==> src/rtl/rr_grant_sched8_pkg.sv <==
// Shared constants and types for the rr_grant_sched8 round-robin scheduler.
//   N_REQ  : number of requesters (8)
//   IDX_W  : width of the owner select index (3)
//   HOLD_W : width of the optional watchdog hold counter
//   state_e: scheduler state (IDLE / BUSY)
package rr_grant_sched8_pkg;

  localparam int N_REQ  = 8;
  localparam int IDX_W  = 3;
  localparam int HOLD_W = 8;

  typedef enum logic {
    IDLE = 1'b0,
    BUSY = 1'b1
  } state_e;

endpackage

==> src/rtl/grant_dec3to8.sv <==
// One-hot decoder with enable: turns the registered owner index and grant
// valid into the 8-bit one-hot grant vector. Purely combinational.
//   idx   in  [IDX_W-1:0] owner index
//   en    in  grant valid
//   grant out [N_REQ-1:0] one-hot grant, all zero when en=0
module grant_dec3to8
  import rr_grant_sched8_pkg::*;
(
  input  logic [IDX_W-1:0] idx,
  input  logic             en,
  output logic [N_REQ-1:0] grant
);

  for (genvar i = 0; i < N_REQ; i++) begin : g_lane
    assign grant[i] = en && (idx == IDX_W'(i));
  end

endmodule

==> src/rtl/rr_grant_sched8.sv <==
// Round-robin scheduler sharing one 8-way one-hot-selected resource.
// Picks a winner from req starting at a rotating pointer, holds the grant
// until the owner releases it or drops its request, and always inserts one
// idle cycle between consecutive grants.
//   clk        in  clock, rising edge
//   rst_n      in  synchronous active-low reset
//   req        in  [7:0] level request per requester
//   release_in in  [7:0] release pulse per requester (only owner's bit used);
//                  named release_in because "release" is a reserved word
//   sel_idx    out [2:0] current owner index (holds value while idle)
//   sel_en     out grant valid
//   grant      out [7:0] one-hot grant decoded from sel_idx/sel_en
//   timeout    out watchdog revoke pulse (constant 0 without the watchdog)
// Optional feature: define RR_GRANT_SCHED8_WDOG_EN to build in the hold
// watchdog, which revokes a grant held for MAX_HOLD cycles.
module rr_grant_sched8
  import rr_grant_sched8_pkg::*;
#(
  parameter int MAX_HOLD = 16
) (
  input  logic             clk,
  input  logic             rst_n,
  input  logic [N_REQ-1:0] req,
  input  logic [N_REQ-1:0] release_in,
  output logic [IDX_W-1:0] sel_idx,
  output logic             sel_en,
  output logic [N_REQ-1:0] grant,
  output logic             timeout
);

  if (MAX_HOLD < 2 || MAX_HOLD > 255) begin : g_bad_max_hold
    $error("rr_grant_sched8: MAX_HOLD must be in 2..255");
  end

  state_e           state_q, state_d;
  logic [IDX_W-1:0] ptr_q, ptr_d;
  logic [IDX_W-1:0] sel_idx_q, sel_idx_d;

  // Priority search: first asserted req at ptr, ptr+1, ... wrapping mod 8.
  logic             win_vld;
  logic [IDX_W-1:0] win_idx;

  always_comb begin
    win_vld = 1'b0;
    win_idx = '0;
    for (int i = 0; i < N_REQ; i++) begin
      if (!win_vld && req[ptr_q + IDX_W'(i)]) begin
        win_vld = 1'b1;
        win_idx = ptr_q + IDX_W'(i);
      end
    end
  end

  logic owner_done;
  assign owner_done = release_in[sel_idx_q] || !req[sel_idx_q];

`ifdef RR_GRANT_SCHED8_WDOG_EN
  logic [HOLD_W-1:0] hold_cnt_q, hold_cnt_d;
  logic              timeout_q, timeout_d;
`endif

  always_comb begin
    state_d   = state_q;
    ptr_d     = ptr_q;
    sel_idx_d = sel_idx_q;
`ifdef RR_GRANT_SCHED8_WDOG_EN
    hold_cnt_d = hold_cnt_q;
    timeout_d  = 1'b0;
`endif
    unique case (state_q)
      IDLE: begin
        if (win_vld) begin
          state_d   = BUSY;
          sel_idx_d = win_idx;
          ptr_d     = win_idx + IDX_W'(1);
`ifdef RR_GRANT_SCHED8_WDOG_EN
          hold_cnt_d = '0;
`endif
        end
      end
      BUSY: begin
        // A normal release wins over a coincident expiry (no timeout pulse).
        if (owner_done) begin
          state_d = IDLE;
`ifdef RR_GRANT_SCHED8_WDOG_EN
        end else if (hold_cnt_q == HOLD_W'(MAX_HOLD - 1)) begin
          state_d   = IDLE;
          timeout_d = 1'b1;
        end else begin
          hold_cnt_d = hold_cnt_q + HOLD_W'(1);
`endif
        end
      end
      default: state_d = IDLE;
    endcase
  end

  always_ff @(posedge clk) begin
    if (!rst_n) begin
      state_q   <= IDLE;
      ptr_q     <= '0;
      sel_idx_q <= '0;
`ifdef RR_GRANT_SCHED8_WDOG_EN
      hold_cnt_q <= '0;
      timeout_q  <= 1'b0;
`endif
    end else begin
      state_q   <= state_d;
      ptr_q     <= ptr_d;
      sel_idx_q <= sel_idx_d;
`ifdef RR_GRANT_SCHED8_WDOG_EN
      hold_cnt_q <= hold_cnt_d;
      timeout_q  <= timeout_d;
`endif
    end
  end

  assign sel_idx = sel_idx_q;
  assign sel_en  = (state_q == BUSY);

`ifdef RR_GRANT_SCHED8_WDOG_EN
  assign timeout = timeout_q;
`else
  assign timeout = 1'b0;
`endif

  grant_dec3to8 u_dec (
    .idx   (sel_idx_q),
    .en    (sel_en),
    .grant (grant)
  );

endmodule

==> config.mk <==
export PLATFORM = sky130hd
export DESIGN_NAME = rr_grant_sched8
export DESIGN_NICKNAME = d
export VERILOG_FILES = /design/src/rtl/rr_grant_sched8_pkg.sv /design/src/rtl/grant_dec3to8.sv /design/src/rtl/rr_grant_sched8.sv
export SDC_FILE = /design/constraint.sdc
export NUM_CORES = 1
export LEC_CHECK = 0
export ABC_AREA = 1
export CAP_MARGIN = 15
export CORE_MARGIN = 2
export CORE_UTILIZATION = 54
export CTS_CLUSTER_DIAMETER = 50
export DETAILED_ROUTE_END_ITERATION = 16
export PLACE_DENSITY = 0.82
export SKIP_LAST_GASP = 1
export SYNTH_ARGS = -nofsm -noshare
export SYNTH_HDL_FRONTEND = slang
export SYNTH_HIERARCHICAL = 1
export SYNTH_SLANG_ARGS = --single-unit
==> constraint.sdc <==
create_clock -name clk -period 6.75 [get_ports clk]
set_input_delay 1.6875 -clock clk [delete_from_list [all_inputs] [get_ports clk]]
set_output_delay 1.6875 -clock clk [all_outputs]
set_load 0.02 [all_outputs]
After elaboration in Yosys (flattened, before gate mapping)
Cells that the tools add are included.
{"block": "totals", "regBits": 7, "output_inout_bits": 13, "elab_cells": 93}
{"block": "op_classes", "add_sub_neg": 8, "n_lt_le_gt_ge": 9, "eq_ne": 7, "n_mux": 39, "n_bitwise": 1, "n_reduce_logical": 26}
{"cell": "$lt A3 B4 Y1 const B", "count": 9}
{"cell": "$bmux W1 S3", "count": 10}
{"cell": "$mux W3", "count": 8}
{"cell": "$mux W1", "count": 20}
{"cell": "$logic_and A1 B1 Y1", "count": 15}
{"cell": "$add A3 B3 Y3 const B", "count": 4}
{"cell": "$eq A3 B3 Y1 const B", "count": 4}
{"cell": "$logic_not A1 Y1", "count": 8}
{"cell": "$add A3 B1 Y3 const B", "count": 2}
{"cell": "$add A3 B2 Y3 const B", "count": 2}
{"cell": "$eq A3 B2 Y1 const B", "count": 2}
{"cell": "$eq A3 B1 Y1 const B", "count": 1}
{"cell": "$logic_not A3 Y1", "count": 1}
{"cell": "$pmux W1 S2", "count": 1}
{"cell": "$reduce_and A2 Y1", "count": 1}
{"cell": "$logic_or A1 B1 Y1", "count": 1}
{"cell": "$not A1 Y1", "count": 1}

Logic depth before layout (Yosys ltp)
Gate-level depths: netlist (run 1).
{"block": "depth", "ltp_word": 26, "depth_mapped": 21, "mapped_depth_nobuf": 19}

Hierarchy
The synthesis (run 1) kept the hierarchy.
{"mod": "rr_grant_sched8", "n_inst": 1, "cells_per_inst": 205, "area_each_um2": 1243.7}
{"mod": "grant_dec3to8", "n_inst": 1, "cells_per_inst": 17, "area_each_um2": 63.8}

Least setup slack after synthesis (run 1)
No wires, ideal clock.
{"block": "synth_timing", "kind": "input to register", "start": "input port req[3]", "end": "register ptr_q[2]", "setup_time_ps": 113, "arrival_ps": 3176, "path_slack_ps": 3461, "cell_stages": 17, "n_path_buf": 0, "path_cell_list": "nand2_1 > nand3_1 > nand3_2 > nand2_2 > nor2_8 > nand2_2 > nor2_2 > inv_1 > nand2_1 > nand3_1 > nand2_2 > nand2_4 > ha_1 > nand3_1 > nand2_1 > nor2_1 > nor2_1"}
{"block": "synth_via", "elab_chain_len": 25, "word_cells_on_any_way": 48, "cone_classes": "add/sub (1); mux (32); reduce/logical (15)"}
{"item": "start, declared", "line_no": "rr_grant_sched8.sv:23", "text": "input logic [N_REQ-1:0] req,"}
{"item": "$bmux W1 S3", "line_no": "rr_grant_sched8.sv:47", "text": "if (!win_vld && req[ptr_q + IDX_W'(i)]) begin"}
{"item": "$mux W1 (not written as such)", "line_no": "rr_grant_sched8.sv:47"}
{"item": "$mux W1", "line_no": "rr_grant_sched8.sv:47"}
{"item": "$logic_not A1 Y1", "line_no": "rr_grant_sched8.sv:47"}
{"item": "$logic_and A1 B1 Y1", "line_no": "rr_grant_sched8.sv:47"}
{"item": "$mux W1", "line_no": "rr_grant_sched8.sv:47"}
{"item": "$logic_not A1 Y1", "line_no": "rr_grant_sched8.sv:47"}
{"item": "$logic_and A1 B1 Y1", "line_no": "rr_grant_sched8.sv:47"}
{"item": "(+10 left out)"}
{"item": "$logic_not A1 Y1", "line_no": "rr_grant_sched8.sv:47"}
{"item": "$logic_and A1 B1 Y1", "line_no": "rr_grant_sched8.sv:47"}
{"item": "$mux W1", "line_no": "rr_grant_sched8.sv:47"}
{"item": "$logic_not A1 Y1", "line_no": "rr_grant_sched8.sv:47"}
{"item": "$logic_and A1 B1 Y1", "line_no": "rr_grant_sched8.sv:47"}
{"item": "$mux W3 *", "line_no": "rr_grant_sched8.sv:47"}
{"item": "named net win_idx[0]", "line_no": "rr_grant_sched8.sv:41", "text": "logic [IDX_W-1:0] win_idx;"}
{"item": "$add A3 B1 Y3 *", "line_no": "rr_grant_sched8.sv:75", "text": "ptr_d = win_idx + IDX_W'(1);"}
{"item": "end signal, assigned", "line_no": "rr_grant_sched8.sv:109", "text": "ptr_q <= ptr_d;"}
{"item": "end, declared", "line_no": "rr_grant_sched8.sv:36", "text": "logic [IDX_W-1:0] ptr_q, ptr_d;"}
The timed path passes the listed nets; every way through them passes the cells marked *. The select of a mux whose other input is x is not followed.
A chain may end at the register's enable or synchronous reset.

Worst setup path after layout (run 1)
Same ends and word-level chain as after synthesis.

==> results.md, run 1 <==
* Post-synth top flop: dfxtp_1
* Share of flip-flops with an asynchronous set or reset after synthesis at 0%
* Overall routing resource usage at 27.4%
* Switching power total at 0.513 mW
* Total global routing overflow at 0
* Clk Latency, worst-skew pair at 0.25 ns
* M1 WL at 1460 um
* Number of gates resized after CTS at 0
* Met2 wire length at 1750 um
* Vias per inst at 5.50
* Internal Dissipation at 0.313 mW
* Mean Syn Cell Area at 5.89 sq um
* Share of synthesized area occupied by flip-flops and latches at 10.7%
* Post-synthesis instance area at 0.00131 sq mm
* Arr. time, crit path at 3.96 ns
* Detailed Routing Iterations Pass 1 at 4
* Initial core utilization at 58.0%
* CTS Hold Bufs at 0
* Maximum number of buffers from clock root to sink at 2
* Count of nets left with antenna violations after detail routing at 0
* Post-CTS setup buffer count at 0
* Pwr dens at 513 mW/mm^2
* Clock tree from TritonCTS: yes
* Largest area contributor in the netlist: nand2_1
* Fraction of synthesized cell area taken by the top area cell type at 18.7%
* Synth Register Bits at 7
* Crit share post-route at 56.5%
* Outcome: complete, no violations
* Net Count, Synth at 243
* Pin count of the biggest net entering global routing at 14
* I/O pin total at 31
* Sum of negative setup slack at 0 ns
* Clock transition at the registers of the reported paths at 0.05 ns
* Sw frac at 62.2%
* Layout overhead on the synthesized area at 23.2%
* Area of all placed cells without fillers at 0.00161 sq mm
* Worst Setup Slack, final at 2.94 ns
* Minimum clock period at 3.81 ns
* H-tree Lvls at 1
* Met3 Routed Length at 202 um
* Peak fanout along the critical path at 5
* Worst vdd rail ir drop at 0.293 mV
* Sequential fraction of design power at 11.4%
* Cells after Synth at 222
* Category of the worst setup path launch point: input pin
* Total power at 0.826 mW
* Diodes inserted at 0
* Fraction of final layout cells with drive strength greater than 1 at 14.5%
* Die extent in y at 53.2 um
* Final weighted congestion of routability-driven global placement at 0.901
* Area of placed instances at 0.00158 sq mm
* Core outline area at 0.00225 sq mm
* Clk_skew at 0.00485 ns
* Chip Width at 53.2 um
* Class of the most critical hold timing path: reg2reg
* Worst Setup End Kind: flip-flop
* TritonCTS Buffers at 3
* Global-route wire length before repair at 5830 um
* Setup violations, final at 0
* Worst setup slack before clock tree synthesis at 2.72 ns
* Path type of the worst setup path: in2reg
* Violation count after the first detailed-routing iteration at 60
* Total DRC errors in the routed layout at 0
* Upper clock frequency limit at 0.262 GHz
* Number of global-route vias before repair at 1393
* Fin. max-slew vios at 0
* Num Clock Sinks at 7
* Antenna violations before repair at 0
* Placed wire-length estimate after detailed placement at 2910 um
* Static Leak at 0.780 nW
* Final number of hold-violating endpoints at 0
* Dominant cells by area after synthesis: nand2_1, nand3_1, dfxtp_1, inv_1, nand3_2
* Required time at the worst-slack endpoint at 6.89 ns
* Net count, final at 271
* Count of maximum capacitance violations at 0
* Power share of the combinational group at 84.0%
* Clock Power Share at 4.6%
* Wire per inst at 12.6 um
* Number of distinct library cells after synthesis at 30
* Placement row count at 17
* Number of enable-type register cells in the synthesized netlist at 0
* Max layer used: met4
* PortBufs at 29
* Setup repair after global routing missed its margin: no
* Via Count at 1524
* Synthesis Warnings at 6
* Routed Wire Length at 3490 um
* CTS root buffer: clkbuf_4
* Die Footprint at 0.00283 sq mm
-- final timing paths --
path         cells after the start  endpoint  slack [ns]      from
min reg2reg                      2    sel_en        0.55    sel_en
max reg2reg                     19  ptr_q[2]        3.35  ptr_q[1]
min                              2    sel_en        0.55    sel_en
max                             18  ptr_q[2]        2.94    req[3]
-- synthesized netlist by cell type (2+ instances only) --
cell type  instances
dfxtp_1            7
o21ai_1            2
nand3_2            8
o21ai_0            5
nor2_1            19
nand4_1            4
nor2_2             2
nand3_1           34
inv_2              3
nor2_8             2
nand2_2            9
nand2_4            3
ha_1               3
o32ai_1            4
a21oi_1            8
buf_6              2
inv_1             27
xnor2_1            2
nand2_1           65
buf_4              3
-- through the flow --
| stage | util [%] | std cells | hold slack, ns |
|---|---|---|---|
| 3_3_place_gp | 70.3 | 273 | 0.539 |
| 3_5_place_dp | 70.3 | 273 | 0.544 |
| 4_1_cts | 71.4 | 277 | 0.553 |
| 6_report | 71.4 | 277 | 0.553 |
| 2_1_floorplan | - | 222 | 0.585 |
| 5_1_grt | 71.4 | 277 | 0.585 |
-- worst max-delay path: stages --
cell and delay, ns:
clkdlybuf4s50_1 0.46, nand2_1 0.12, nand3_1 0.13, nand3_2 0.17, nand2_2 0.13, nor2_8 0.17
nand2_2 0.08, nor2_2 0.15, inv_1 0.06, nand2_1 0.05, nand3_1 0.08, nand2_2 0.10
nand2_4 0.06, ha_1 0.22, nand3_1 0.08, nand2_1 0.05, nor2_1 0.10, nor2_1 0.05
-- cell usage in the layout, fill, tap and decap left out --
cell              n
nor2_1           19
a31oi_4           1
nand3_4           1
inv_4             1
xor2_2            1
o21ai_1           2
nand2_1          65
a21oi_2           1
clkinv_1          1
inv_2             3
inv_1            27
nor2_8            2
nand4_1           4
nand3_1          34
nand2_4           3
conb_1            1
clkdlybuf4s50_1  29
a21oi_1           8
o32ai_1           4
clkbuf_1          1
ha_1              3
nand3_2           8
xor2_1            1
dfxtp_1           7
nand2_2           9
clkbuf_4          3
nand4_4           1
o21ai_0           5
xnor2_1           2
nor2_2            2
-- registers in the layout, indices dropped and copies added, names as in the netlist --
register	cells
sel_en	1
ptr_q	3
sel_idx	3
-- kinds of logic after synthesis --
family / synth area share (%)
adders and majority gates: 2.87
buffers and inverters: 13.1
xor gates and xnor gates: 3.25
other: 0.287
and+or+nand+nor: 59.0
AOI/OAI and AO/OA: 10.7
DFF: 10.7
-- routing by layer --
metal	vias up	global-route usage, %
li1	776	-
met4	0	12.0
met2	64	49.2
met3	14	3.11
met5	-	0
met1	670	32.1
-- area by class of cell --
class / count / area (sq um)
Sequential cell: 7 / 140
Multi-Input combinational cell: 177 / 996
Tap cell: 28 / 35.0
Clock buffer: 4 / 26.3
Inverter: 32 / 123
Fill cell: 212 / 644
Timing Repair Buffer: 29 / 290
-- power groups by stage --
stage	sequential [mW]	clock, mW	combinational [mW]
6_report	0.0942	0.0381	0.694
5_1_grt	0.0976	0.0403	0.768
4_1_cts	0.0940	0.0396	0.687
3_5_place_dp	0.0944	0	0.684
3_3_place_gp	0.0941	0	0.657
2_1_floorplan	0.0796	0	0.558
Power figures use the tool's default switching activity.
==> inputs of run 2 (changes only) <==
- CORE_UTILIZATION: 54 -> 50
- PLACE_DENSITY: 0.82 -> 0.76
- clock period: 6.75 -> 3.75 ns (I/O delays scaled with it)
==> run 2 against run 1 <==
Net effect: register-to-register slack worse by 2.5 ns; non-clock buffer count up 3; wire length fell by 6.3%.
==> results.md, run 2 (same netlist as run 1, synthesis figures left out) <==
* Total global routing overflow at 0 (unchanged)
* Vias per inst at 5.13 (was 5.50)
* Final number of hold-violating endpoints at 0 (unchanged)
* Chip Width at 55.1 um (was 53.2 um)
* Initial core utilization at 52.8% (was 58.0%)
* Source of the worst register-to-register timing path: ptr_q[0] (was ptr_q[1])
* Maximum number of buffers from clock root to sink at 2 (unchanged)
* Reg2Reg Capture Point: ptr_q[2] (unchanged)
* Net count, final at 274 (was 271)
* Violation count after the first detailed-routing iteration at 18 (was 60)
* Clk Latency, worst-skew pair at 0.25 ns (about the same)
* Pwr dens at 904 mW/mm^2 (was 513 mW/mm^2)
* Setup violations, final at 0 (unchanged)
* Worst stage delay on the critical path at 0.46 ns (about the same)
* Count of maximum capacitance violations at 0 (unchanged)
* Category of the worst setup path launch point: input pin (unchanged)
* TritonCTS Buffers at 3 (unchanged)
* Crit share post-route at 78.1%
* Number of global-route vias before repair at 1302 (was 1393)
* Fin. max-slew vios at 0 (unchanged)
* Layout overhead on the synthesized area at 25.1% (was 23.2%)
* Peak fanout along the critical path at 5 (unchanged)
* Fin util at 66.0% (was 71.4%)
* Final weighted congestion of routability-driven global placement at 0.965 (was 0.901)
* Core outline area at 0.00248 sq mm (was 0.00225 sq mm)
* Slowest cell on the critical path: clkdlybuf4s50_1 (unchanged)
* Setup repair after global routing missed its margin: no (unchanged)
* Class of the most critical hold timing path: reg2reg (unchanged)
* Top delay family on crit path: simple AND/OR/NAND/NOR gates (unchanged)
* CTS Hold Bufs at 0 (unchanged)
* Hold Crit Depth at 2 (unchanged)
* H-tree Lvls at 1 (unchanged)
* Placed wire-length estimate after detailed placement at 2820 um (was 2910 um)
* Required time at the worst-slack endpoint at 3.90 ns (was 6.89 ns)
* Die Footprint at 0.00304 sq mm (was 0.00283 sq mm)
* Clk_skew at 0.00510 ns (was 0.00485 ns)
* Endpoint of the worst hold path: sel_en (unchanged)
* I/O pin total at 31 (unchanged)
* Routed Wire Length at 3270 um (was 3490 um)
* Outcome: complete, no violations (unchanged)
* Detailed Routing Iterations Pass 1 at 4 (unchanged)
* Diodes inserted at 0 (unchanged)
* Clock transition at the registers of the reported paths at 0.05 ns (about the same)
* Overall routing resource usage at 23.7% (was 27.4%)
* Number of gates resized after CTS at 0 (unchanged)
* Via Count at 1447 (was 1524)
* Placement row count at 18 (was 17)
* Arr. time, crit path at 3.08 ns (was 3.96 ns)
* Worst min-delay path startpoint: sel_en (unchanged)
* Worst Setup End Kind: flip-flop (unchanged)
* Num Clock Sinks at 7 (unchanged)
* Clock tree from TritonCTS: yes (unchanged)
* Path type of the worst setup path: in2reg (unchanged)
* Depth of the worst register-to-register path at 20 (was 19)
* Max layer used: met4 (unchanged)
* M1 WL at 1610 um (was 1460 um)
* WP buf/inv at 2 (unchanged)
* Total DRC errors in the routed layout at 0 (unchanged)
* Die extent in y at 55.1 um (was 53.2 um)
* Static Leak at 0.795 nW (was 0.780 nW)
* Sum of negative setup slack at 0 ns (unchanged)
* Count of nets left with antenna violations after detail routing at 0 (unchanged)
* Antenna violations before repair at 0 (unchanged)
* Ordered cell list for the critical path: clkdlybuf4s50_1, nand2_1, nand3_1, nand3_2, nand2_2, nor2_8, nand2_2, nor2_2, inv_1, nand2_1, nand3_1, nand2_2, nand2_4, ha_1, nand3_1, nand2_1, nor2_1, nor2_1 (unchanged)
* Wire per inst at 11.6 um (was 12.6 um)
* Register-to-register setup slack at 0.82 ns (was 3.35 ns)
* Pin count of the biggest net entering global routing at 14 (unchanged)
* Met2 wire length at 1510 um (was 1750 um)
* Post-CTS setup buffer count at 0 (unchanged)
* Most common cell after layout, fill and taps aside: nand2_1 (unchanged)
* Commonest cells after routing, fill and taps aside: nand2_1, nand3_1, clkdlybuf4s50_1 (unchanged)
* Worst vdd rail ir drop at 0.646 mV (was 0.293 mV)
* Met3 Routed Length at 142 um (was 202 um)
* Minimum clock period at 2.93 ns
* PortBufs at 29 (unchanged)
* Upper clock frequency limit at 0.342 GHz
* Fraction of final layout cells with drive strength greater than 1 at 15.5% (was 14.5%)
* Global-route wire length before repair at 5330 um (was 5830 um)
* CTS root buffer: clkbuf_4 (unchanged)
-- run 2: changes by cell type in the layout (fill, tap and decap cells not counted), sizes merged --
cell,delta
buf,+3
-- run 2: worst reg2reg max path, stage by stage (launching register included) --
cell     delay (ns)
dfxtp_1        0.30
buf_4          0.18
inv_4          0.09
ha_1           0.41
inv_1          0.23
nand3_1        0.20
nand3_2        0.15
nand2_4        0.07
nor2_8         0.12
nand2_2        0.07
nor2_2         0.14
inv_1          0.05
nand2_1        0.06
nand3_1        0.08
nand2_2        0.10
nand2_4        0.06
ha_1           0.22
nand3_1        0.09
nand2_1        0.05
nor2_1         0.09
nor2_1         0.05
-- run 2: report_power, final --
group          internal [mW]  switching, mW  total (mW)
logic                  0.436          0.830        1.27
registers              0.103         0.0412       0.144
clock network         0.0406         0.0275      0.0681
-- run 2: worst max-delay path by stage --
stage | start | endpoint | slack [ns] | cells after the start
finish | req[3] | ptr_q[2] | 0.82 | 18
global route | ptr_q[0] | ptr_q[2] | 0.54 | 20
CTS | req[3] | ptr_q[2] | 0.82 | 18
detailed placement | req[3] | ptr_q[2] | 0.56 | 18
global placement | req[3] | ptr_q[2] | 0.57 | 18
floorplan | ptr_q[1] | ptr_q[2] | 1.06 | 20
-- run 2: final cells by class --
type | instances | area (sq um)
multi-input combinational | 177 | 996
fill | 235 | 842
timing repair buffer | 32 | 313
sequential | 7 | 140
inverter | 32 | 123
tap | 30 | 37.5
clock buffer | 4 | 26.3
-- run 2: per-stage QoR --
stage	instance area, sq um	hold WS, ns	total power, mW	cells	setup WS (ns)
finish	1640	0.559	1.48	282	0.822
global route	1640	0.603	1.66	282	0.542
CTS	1640	0.556	1.48	282	0.816
detailed placement	1610	0.548	1.41	278	0.562
global placement	1610	0.546	1.40	278	0.569
floorplan	1310	0.585	1.15	222	1.06
-- run 2: metal layers --
metal,vias up,track usage (%)
met5,-,0
met4,0,1.63
met3,2,3.49
met2,31,42.7
met1,634,31.1
li1,780,-
==> inputs of run 3 (changes only) <==
- clock period: 3.75 -> 2.8 ns (I/O delays scaled with it)
==> run 3 against run 2 <==
Net effect: critical path depth shrank 2; wire length grew 6.3%; largest power group unchanged; die area is the same; flip-flop and latch count is the same; sequential power grew 38%; critical path type unchanged; clock skew shrank 0.0026 ns.
==> results.md, run 3 (same netlist as run 1, synthesis figures left out) <==
* Outcome: complete, no violations (unchanged)
* Fraction of final layout cells with drive strength greater than 1 at 24.5% (was 15.5%)
* Pin count of the biggest net entering global routing at 14 (unchanged)
* Worst vdd rail ir drop at 0.869 mV (was 0.646 mV)
* Diodes inserted at 0 (unchanged)
* Fin util at 73.6% (was 66.0%)
* Category of the worst setup path launch point: input pin (unchanged)
* Overall routing resource usage at 25.6% (was 23.7%)
* Minimum clock period at 2.63 ns
* Commonest cells after routing, fill and taps aside: nand2_1, nand3_1, clkdlybuf4s50_1 (unchanged)
* CTS root buffer: clkbuf_4 (unchanged)
* Register-to-register setup slack at 0.31 ns (was 0.82 ns)
* Worst Setup Slack, final at 0.167 ns (was 0.822 ns)
* Worst setup slack before clock tree synthesis at -0.0981 ns (was 0.562 ns)
* Maximum number of buffers from clock root to sink at 2 (unchanged)
* Net count, final at 295 (was 274)
* Initial core utilization at 52.8% (unchanged)
* Pwr dens at 1240 mW/mm^2 (was 904 mW/mm^2)
* Die extent in y at 55.1 um (unchanged)
* Class of the most critical hold timing path: reg2reg (unchanged)
* Worst stage delay on the critical path at 0.47 ns (was 0.46 ns)
* Required time at the worst-slack endpoint at 2.94 ns (was 3.90 ns)
* Count of maximum capacitance violations at 0 (unchanged)
* Ordered cell list for the critical path: clkdlybuf4s50_1, nand2_1, nand3_2, nand3_2, nand2_4, nor2_8, nand2_2, nor2_2, inv_1, nand2_1, nand3_1, nand2_2, nand2_4, ha_1, o21ai_1, a21oi_1 (was clkdlybuf4s50_1, nand2_1, nand3_1, nand3_2, nand2_2, nor2_8, nand2_2, nor2_2, inv_1, nand2_1, nand3_1, nand2_2, nand2_4, ha_1, nand3_1, nand2_1, nor2_1, nor2_1)
* I/O pin total at 31 (unchanged)
* Clk_skew at 0.00246 ns (was 0.00510 ns)
* Chip Width at 55.1 um (unchanged)
* Critical path launch point: req[4] (was req[3])
* Clock tree from TritonCTS: yes (unchanged)
* Fin. max-slew vios at 0 (unchanged)
* Num Clock Sinks at 7 (unchanged)
* Reg2Reg Capture Point: ptr_q[1] (was ptr_q[2])
* Count of nets left with antenna violations after detail routing at 0 (unchanged)
* Final weighted congestion of routability-driven global placement at 0.893 (was 0.965)
* Area of all placed cells without fillers at 0.00182 sq mm (was 0.00164 sq mm)
* PortBufs at 29 (unchanged)
* Area of placed instances at 0.00177 sq mm (was 0.00161 sq mm)
* Layout overhead on the synthesized area at 39.4% (was 25.1%)
* Final number of hold-violating endpoints at 0 (unchanged)
* Peak fanout along the critical path at 5 (unchanged)
* Clk Latency, worst-skew pair at 0.25 ns (about the same)
* H-tree Lvls at 1 (unchanged)
* Capture point of the critical path: ptr_q[1] (was ptr_q[2])
* Number of global-route vias before repair at 1388 (was 1302)
* Static Leak at 0.921 nW (was 0.795 nW)
* TritonCTS Buffers at 3 (unchanged)
* Depth of the worst register-to-register path at 17 (was 20)
* Total DRC errors in the routed layout at 0 (unchanged)
* Setup violations, final at 0 (unchanged)
* Routed Wire Length at 3480 um (was 3270 um)
* Vias per inst at 5.09 (was 5.13)
* Wire per inst at 11.5 um (was 11.6 um)
* Source of the worst register-to-register timing path: ptr_q[1] (was ptr_q[0])
* Number of fill cells in the layout at 211 (was 235)
* Crit share post-route at 94.0%
* Worst Setup End Kind: flip-flop (unchanged)
* Path type of the worst setup path: in2reg (unchanged)
* Placed wire-length estimate after detailed placement at 2910 um (was 2820 um)
* Placement row count at 18 (unchanged)
* Total power at 2.27 mW (was 1.48 mW)
* Arr. time, crit path at 2.77 ns (was 3.08 ns)
* Upper clock frequency limit at 0.380 GHz
* Detailed Routing Iterations Pass 1 at 4 (unchanged)
* Violation count after the first detailed-routing iteration at 35 (was 18)
* Global-route wire length before repair at 5700 um (was 5330 um)
* Clock transition at the registers of the reported paths at 0.06 ns (was 0.05 ns)
* Slowest cell on the critical path: clkdlybuf4s50_1 (unchanged)
* Antenna violations before repair at 0 (unchanged)
* Die Footprint at 0.00304 sq mm (unchanged)
* CTS Hold Bufs at 0 (unchanged)
* Sum of negative setup slack at 0 ns (unchanged)
* Core outline area at 0.00248 sq mm (unchanged)
* Most common cell after layout, fill and taps aside: nand2_1 (unchanged)
* Total global routing overflow at 0 (unchanged)
* Via Count at 1543 (was 1447)
[run 3: cell types whose count changed in the layout (fill, tap and decap cells not counted)]
cell             previous run  this run
inv_1                      27        26
buf_4                       3        24
clkdlybuf4s50_1            29        27
dlymetal6s2s_1              0         2
nand3_1                    34        30
nand3_2                     8        12
nand2_1                    65        63
inv_2                       3         4
nand2_2                     9        11
[run 3: worst min path at each step]
stage | from | endpoint | slack (ns) | cells past startpoint
after floorplan | sel_idx[2] | sel_idx[2] | 0.59 | 2
after global placement | sel_idx[2] | sel_idx[2] | 0.55 | 2
after detailed placement | sel_idx[2] | sel_idx[2] | 0.55 | 2
after CTS | sel_idx[2] | sel_idx[2] | 0.57 | 2
after global routing | sel_idx[2] | sel_idx[2] | 0.60 | 2
final | sel_idx[2] | sel_idx[2] | 0.56 | 2
[run 3: final cells by class]
class / count / area (sq um) / share of cell area [%]
multi-input cells: 177 / 1020 / 56.0
repair buffers: 53 / 475 / 26.1
flip-flops and latches: 7 / 140 / 7.69
inverters: 32 / 123 / 6.73
well taps: 30 / 37.5 / 2.06
clock buffers: 4 / 26.3 / 1.44
[run 3: worst max-delay path, delay by kind of cell]
kind            cells  cell delay [ns]
buf+inv             2             0.52
compound gates      2             0.18
simple gates       11             1.08
fa+ha+maj           1             0.28
[run 3: timing repair]
| action | CTS | global route |
|---|---|---|
| resized for setup | 0 | 9 |
| hold endpoints to repair | 0 | 0 |
| endpoints found under the setup margin | 0 | 2 |
| buffers inserted | 0 | 0 |
[run 3: report_power, final]
part | internal [mW] | switching [mW] | total, mW | leakage, nW
logic | 0.789 | 1.18 | 1.97 | 0.848
clock network | 0.0546 | 0.0398 | 0.0944 | 0.0150
registers | 0.137 | 0.0620 | 0.199 | 0.0580
[run 3: through the flow]
step | cells | hold WS [ns]
after detailed placement | 299 | 0.555
after global placement | 299 | 0.550
after CTS | 303 | 0.565
after global routing | 303 | 0.597
after floorplan | 222 | 0.585
final | 303 | 0.558
[run 3: routing by layer]
layer  track usage [%]  up-vias  wire length [um]
li1                  -      827                 -
met4              4.88        0                25
met1              32.4      674              1640
met2              45.6       38              1650
met3              4.30        4               172
met5                 0        -                 0
